$ cat config.mk
export PLATFORM = sky130hd
export DESIGN_NAME = health_link_controller
export DESIGN_NICKNAME = d
export VERILOG_FILES = /design/src/rtl/health_link_controller.sv
export SDC_FILE = /design/constraint.sdc
export NUM_CORES = 1
export LEC_CHECK = 0
export ABC_AREA = 1
export BUFFER_PORTS_ARGS = -buffer_cell sky130_fd_sc_hd__buf_2
export CORE_ASPECT_RATIO = 1.5
export CORE_MARGIN = 8
export CORE_UTILIZATION = 45
export DETAILED_ROUTE_END_ITERATION = 10
export PLACE_DENSITY = 0.66
export SLEW_MARGIN = 10
export SYNTH_ARGS = -nofsm -noshare
export SYNTH_HDL_FRONTEND = slang
export SYNTH_SLANG_ARGS = --single-unit
$ cat constraint.sdc
create_clock -name clock -period 2.76 [get_ports clock]
set_clock_uncertainty 0.2 [all_clocks]
set_input_delay 0.276 -clock clock [delete_from_list [all_inputs] [get_ports clock]]
set_output_delay 0.276 -clock clock [all_outputs]
set_load 0.01 [all_outputs]
$ cat src/rtl/health_link_controller.sv
// Session FSM for a serial health-data link plus an independent round-robin
// abnormality warning scheduler.
module health_link_controller #(
  parameter int FRAME_BITS = 8,
  parameter int TIMEOUT    = 16,
  parameter int WARN_HOLD  = 4
) (
  input  logic                  clock,
  input  logic                  reset,
  input  logic                  request,
  input  logic                  confirm,
  input  logic                  inputdata,
  input  logic [5:0]            abnormalityVector,
  output logic [FRAME_BITS-1:0] frame,
  output logic                  frameValid,
  output logic                  busy,
  output logic                  timeoutErr,
  output logic [2:0]            state,
  output logic [2:0]            abnormalityWarning,
  output logic [2:0]            abnormalityCount
);
  localparam int TW = (TIMEOUT > 1) ? $clog2(TIMEOUT) : 1;
  localparam int BW = (FRAME_BITS > 1) ? $clog2(FRAME_BITS) : 1;
  localparam int HW = (WARN_HOLD > 1) ? $clog2(WARN_HOLD) : 1;

  typedef enum logic [2:0] {
    IDLE = 3'd0, WAIT_CONFIRM = 3'd1, RECEIVE = 3'd2, DELIVER = 3'd3, ERROR = 3'd4
  } state_t;

  state_t                curState;
  logic [TW-1:0]         tCnt;
  logic [BW-1:0]         bitCnt;
  logic [FRAME_BITS-1:0] shiftReg;
  logic [2:0]            lastIdx;
  logic [HW-1:0]         holdCnt;
  logic [2:0]            nextIdx;
  logic [3:0]            cand;

  assign state = curState;

  always_ff @(posedge clock or posedge reset) begin
    if (reset) begin
      curState   <= IDLE;
      tCnt       <= '0;
      bitCnt     <= '0;
      shiftReg   <= '0;
      frame      <= '0;
      frameValid <= 1'b0;
      busy       <= 1'b0;
      timeoutErr <= 1'b0;
    end else begin
      frameValid <= 1'b0;
      case (curState)
        IDLE: if (request) begin
          curState <= WAIT_CONFIRM;
          busy     <= 1'b1;
          tCnt     <= '0;
        end
        WAIT_CONFIRM: begin
          if (!request) begin
            curState <= IDLE;
            busy     <= 1'b0;
          end else if (confirm) begin
            curState <= RECEIVE;
            bitCnt   <= '0;
            shiftReg <= '0;
          end else if (tCnt == TW'(TIMEOUT - 1)) begin
            curState   <= ERROR;
            timeoutErr <= 1'b1;
          end else begin
            tCnt <= tCnt + 1'b1;
          end
        end
        RECEIVE: begin
          if (!request) begin
            curState <= IDLE;
            busy     <= 1'b0;
          end else begin
            shiftReg <= {shiftReg[FRAME_BITS-2:0], inputdata};
            bitCnt   <= bitCnt + 1'b1;
            if (bitCnt == BW'(FRAME_BITS - 1)) begin
              frame      <= {shiftReg[FRAME_BITS-2:0], inputdata};
              frameValid <= 1'b1;
              curState   <= DELIVER;
            end
          end
        end
        DELIVER: begin
          // Next frame starts straight away; the earlier confirm still holds.
          if (request) begin
            curState <= RECEIVE;
            bitCnt   <= '0;
            shiftReg <= '0;
          end else begin
            curState <= IDLE;
            busy     <= 1'b0;
          end
        end
        ERROR: if (!request) begin
          curState   <= IDLE;
          busy       <= 1'b0;
          timeoutErr <= 1'b0;
        end
        default: begin
          curState   <= IDLE;
          busy       <= 1'b0;
          timeoutErr <= 1'b0;
        end
      endcase
    end
  end

  // First set bit strictly after lastIdx, wrapping; descending loop so the nearest wins.
  always_comb begin
    nextIdx = lastIdx;
    cand    = '0;
    for (int k = 6; k >= 1; k--) begin
      cand = {1'b0, lastIdx} + 4'(k);
      if (cand >= 4'd6) cand = cand - 4'd6;
      if (abnormalityVector[cand[2:0]]) nextIdx = cand[2:0];
    end
  end

  always_ff @(posedge clock or posedge reset) begin
    if (reset) begin
      lastIdx            <= 3'd5;
      holdCnt            <= '0;
      abnormalityWarning <= 3'd0;
      abnormalityCount   <= 3'd0;
    end else begin
      abnormalityCount <= 3'($countones(abnormalityVector));
      if (abnormalityVector == 6'd0) begin
        abnormalityWarning <= 3'd0;
        holdCnt            <= '0;
      end else if (abnormalityWarning == 3'd0 || holdCnt == HW'(WARN_HOLD - 1)) begin
        abnormalityWarning <= nextIdx + 3'd1;
        lastIdx            <= nextIdx;
        holdCnt            <= '0;
      end else begin
        holdCnt <= holdCnt + 1'b1;
      end
    end
  end
endmodule

======== Word-level counts from Yosys, hierarchy flattened ========
Index checks and enable logic that the tools add are counted.
operators by class
  add/sub/neg operators ................... 21
  multiplexer cells ....................... 62
  magnitude comparators ................... 12
  reduce and logical (&&, ||, !) cells .... 16
  eq/ne operators ......................... 19
  bitwise gates (word level) .............. 2
operators with widths
  cell                                                                                 count
  3-bit 2-to-1 mux                                                                     25
  7-bit 2-to-1 mux                                                                     4
  4-bit by 3-bit greater-or-equal comparator with 1-bit output, second input constant  6
  3-bit by 4-bit < comparator with 1-bit output, second input constant                 6
  7-bit case mux with 3 select lines                                                   1
  2-bit inequality test, second input constant                                         10
  1-bit binary-select mux with 3-bit select                                            6
  3-bit subtractor, second input constant                                              6
  4-bit 2-to-1 mux                                                                     4
  3-bit case mux with 5 select lines                                                   1
  5-bit AND reduction                                                                  3
  1-bit 2-to-1 mux                                                                     14
  3-bit by 3-bit adder with 4-bit output, second input constant                        3
  3-bit case mux with 3 select lines                                                   1
  3-bit by 2-bit adder with 4-bit output, second input constant                        2
  4-bit case mux with 2 select lines                                                   1
  1-bit by 1-bit adder with 2-bit output                                               3
  3-bit by 1-bit adder with 3-bit output, second input constant                        2
  3-bit by 2-bit equality test with 1-bit output, second input constant                2
  3-bit equality test, second input constant                                           2
  3-bit logical NOT                                                                    2
  6-bit logical NOT                                                                    1
  2-bit 2-to-1 mux                                                                     3
  3-bit by 1-bit adder with 4-bit output, second input constant                        1
  20 further kinds                                                                     23
word-level totals
  input bits .............................. 11
  output and inout port bits .............. 20
  word-level logic and storage cells ...... 144
  register bits after elaboration ......... 39

======== Logic depth before layout (Yosys ltp) ========
  depth after elaboration ................. 14
  gate-level depth with buffers ........... 21
  depth with buffers taken out ............ 21

======== Worst setup path before layout ========
No wires, ideal clock.
  kind .................................... reg2reg
  from .................................... register lastIdx[0]
  to ...................................... register abnormalityWarning[1]
  clock period less this slack ............ 2.929 ns
  path slack .............................. -0.169 ns
  required time ........................... 2.439 ns
  cell stages (with the launch flop) ...... 17
  setup time .............................. 0.121 ns
  path buffers ............................ 0
  arrival time ............................ 2.608 ns
  path through ............................ dfstp_2 -> inv_2 -> ha_1 -> o21ai_1 -> nand2_1 -> nand2_1 -> nand2_1 -> nand2_1 -> nand3_1 -> nand2_1 -> nor2_1 -> o21bai_1 -> nand2_2 -> xor2_2 -> inv_1 -> ha_1 -> a22o_1
on the way
  word-level cells in the longest chain between the ends .. 14
  elaborated cells on any way between the ends .. 45
  classes of those cells .................. add/sub (13); order compare (6); mux (26)
ends and longest elaborated chain
  element                                                                                           line  RTL
  start: declaration                                                                                34    logic [2:0] lastIdx;
  start signal: assignment                                                                          137   lastIdx <= nextIdx;
  3-bit by 3-bit adder with 4-bit output                                                            118   cand = {1'b0, lastIdx} + 4'(k);
  4-bit by 3-bit greater-or-equal comparator with 1-bit output or 3-bit subtractor (tied branches)  119   if (cand >= 4'd6) cand = cand - 4'd6;
  3-bit 2-to-1 mux                                                                                  119
  1-bit binary-select mux with 3-bit select                                                         120   if (abnormalityVector[cand[2:0]]) nextIdx = cand[2:0];
  1-bit 2-to-1 mux (implied by the code)                                                            120
  3-bit 2-to-1 mux (5 in a row)                                                                     120
  3-bit 2-to-1 mux (*)                                                                              120
  named net nextIdx[0]                                                                              36    logic [2:0] nextIdx;
  3-bit by 1-bit adder with 3-bit output (*)                                                        136   abnormalityWarning <= nextIdx + 3'd1;
  3-bit 2-to-1 mux (*)                                                                              135   end else if (abnormalityWarning == 3'd0 || holdCnt == HW'(WARN_HOLD - 1)) begin
  3-bit 2-to-1 mux (*)                                                                              132   if (abnormalityVector == 6'd0) begin
  end signal: assignment                                                                            136
  end: declaration                                                                                  19    output logic [2:0] abnormalityWarning,
Mark *: on every way through the listed nets, which the timed path passes. The rest lies on a longest branch. The select of a mux whose other input is x is not followed.
A chain may end at the register's enable or synchronous reset.

======== Final worst setup path ========
  from .................................... register lastIdx[0]
  to ...................................... register abnormalityWarning[2]
The elaborated chain is that of the path after synthesis.

==> impl_results.md <==
* Register bit total from synthesis at 39
* Core box area at 0.005409 sq mm
* Initial Util at 0.4613
* Syn nets at approximately 360
* Sequential share of the synthesized area at 0.3922
* Die footprint at 0.008232 sq mm
* Crit path DAT at 2.87 ns
* Overflow after GRT at 0
* Top cells by area, synth: dfrtp_1 (37%), nand2_1 (12%), ha_1 (8.5%)
* Number of global-route vias before repair at between 2000 and 2500
* Boundary Pins at 31
* CP Cell Sequence: inv_4 > ha_4 > nor2_4 > nor2_2 > a21oi_2 > or2_4 > nand2_4 > nand2_4 > inv_4 > nand3_4 > nand2_4 > inv_2 > nand2_2 > xor2_2 > inv_2 > ha_4 > inv_2 > nand3_2 > nand3_2 > nand2_1
* CP peak stage delay at around 0.61 ns
* Hpwl dp at ~4800 um
* Clock slew at reported path FFs at approximately 0.080 ns
* Setup TNS at -0.3315 ns
* Critical Path RT at approximately 2.7 ns
* Min-Delay Path Class: input port to register
* Global-route wire length before repair at 10340 um
* Synth cell types at 40
* IO buf count at 30
* R2R Setup Slk at -0.14 ns
* Clock latency on the worst-skew pair at 0.29 ns
* Worst Path Buf+Inv at 5
* Max Slew Vio Count at 0
* Clk root buf: clkbuf_8
* H-tree levels at 2
* Fin. Hold Viols at 0
* Worst setup SP type: register
* Fin crit share at 1.049
* Post-Syn Area at about 0.0025 sq mm
* Antenna-violating nets left at 0
* Final Setup Violations at 4
* Area leader, netlist: dfrtp_1
* # nets final at 433
* CTS tree: done
* Worst min-delay path startpoint: inputdata
* Worst R2R Start: lastIdx[0]
* Run status: complete, but fails checks
* Pin count of the biggest net entering global routing at 40
* Num CTS Buffers at 5
* Max_slew headroom at 0.6761
* Total global routing track utilization at 0.1548
* Area grow syn2layout at 35.71%
* Row cnt at 33
* PnR worst setup slack at -0.1359 ns
* CP Launch Point: lastIdx[0]
* Die Height at 107.2 um
* Min cycle time layout at 2.896 ns
* Ys Warns at 0
* Number of DRC markers in iteration 0 at 99
* Antenna violations before repair at 0
* Endpoint type of the worst setup path: register
* DR vias at around 2400
* Area share of the largest cell type after synthesis at 0.3711
* Drt pass-1 iters at 4
* Max-cap violations at 0
* Highest Clock Rate at 345.3 MHz
* Syn Inst Count at 325
* CTS sink cnt at 39
* Crit-path max FO at 5
* Routed wire length per instance at between 10 and 15 um
* RD Place Congestion at roughly 0.84
* Syn_area_per_cell at around 7.7 sq um
* Failing checks: setup timing
* Unrepaired setup endpoints after global routing: yes
* Filler cell count at 488
* Worst Hold Slack at approximately 0.067 ns
* DRC viols at 0
* Die Width at ~77 um
* # diodes at 0
* CTS Buffer Depth at 2
* Worst-margin pin slew at approximately 0.5 ns
* Final WL at between 6000 and 7000 um
* Layout cells sized above 1 at 0.3623
* Critical path class: register to register
* Slowest CP cell: dfstp_2
* DR vias/cell at approximately 5.0
* Worst path top cell family by delay: simple AND/OR/NAND/NOR gates
* DP Worst Slack at -0.1179 ns
-- flip-flops by register name, indices dropped and copies added, names as in the netlist --
signal and flops:
abnormalityCount 3, abnormalityWarning 3, bitCnt 3, busy 1
frame 8, frameValid 1, holdCnt 2, lastIdx 3
shiftReg 7, state 3, tCnt 4, timeoutErr 1
-- per-stage QoR --
step                instances  utilization  area [sq um]
floorplan                 325            -          2516
global placement          454       0.5531          2992
detailed placement        454       0.5531          2992
CTS                       470       0.5963          3226
global route              473       0.6260          3386
finish                    473       0.6260          3386
-- synthesized netlist by cell type (all sizes together) --
master   instances
nand3b           1
mux2i            1
ha              17
a22oi            1
o22ai            7
inv             52
a21oi           12
dfstp            2
clkbuf           2
nand4            2
o21bai           3
o21ai           27
nor2            27
nor3             3
fa               3
o2111ai          1
o221ai           1
dfrtp           37
nand2           89
xnor2            1
clkinv           2
buf              1
or2              1
o31ai            1
nand3           26
o211ai           1
o21a             1
a22o             1
xor2             2
-- cell families (layout without fill, tap and decap cells) --
group                    Yosys count  in the layout  share of synthesized area
AO/OA/AOI/OAI                     56             56                     0.1349
XOR/XNOR                           3              3                    0.01354
adder cells (fa/ha/maj)           20             20                     0.1093
buffers and inverters             57            135                    0.08776
flip-flops                        39             39                     0.3922
multiplexers                       1              1                   0.004012
AND/OR/NAND/NOR                  149            149                     0.2583
-- cell type report --
| type | count | area (sq um) | share of cell area |
|---|---|---|---|
| inverters | 54 | 210.2 | 0.06208 |
| clock buffers | 6 | 82.58 | 0.02439 |
| well taps | 70 | 87.58 | 0.02587 |
| clock inverters | 2 | 38.79 | 0.01146 |
| repair buffers | 73 | 488.0 | 0.1441 |
| flip-flops and latches | 39 | 978.4 | 0.2890 |
| multi-input cells | 229 | 1500 | 0.4431 |
-- cells in the final DEF, fill, tap and decap left out, drive strengths merged, types with 2 or more instances in the layout --
master | netlist | final
xor2 | 2 | 2
a21oi | 12 | 12
dfrtp | 37 | 37
fa | 3 | 3
o22ai | 7 | 7
ha | 17 | 17
o21bai | 3 | 3
o21ai | 27 | 27
nand2 | 89 | 89
nor2 | 27 | 27
clkbuf | 2 | 6
nand4 | 2 | 2
dfstp | 2 | 2
buf | 1 | 72
nor3 | 3 | 3
inv | 52 | 54
nand3 | 26 | 26
-- worst min-delay path, cell delays in order --
cell,delay (ns)
buf_2,0.10
inv_1,0.06
o22ai_1,0.08
-- final timing paths --
kind / endpoint / cells after the start
max reg2reg: abnormalityWarning[2] / 20
max: abnormalityWarning[2] / 20
min: shiftReg[0] / 3
max in group asynchronous: lastIdx[2] / 4
min in group asynchronous: frame[0] / 4
min reg2reg: holdCnt[0] / 1
-- per-layer routing --
layer,part of all wire,global-route usage,up-vias
li1,-,-,1202
met1,0.37,0.1414,1111
met2,0.58,0.3096,45
met3,0.019,0.02596,16
met4,0.032,0.08702,0
met5,0,0,-
-- repair_timing --
action | in CTS | in global routing
buffers inserted | 8 | 3
endpoints found under the hold margin | 37 | 0
pin swaps | 23 | 27
setup endpoints to repair | 2 | 6
gates resized for setup | 15 | 36
hold buffers | 1 | 0
Power is not shown: default switching activity piles up to over one toggle a cycle in this logic, so the estimate is an artifact.
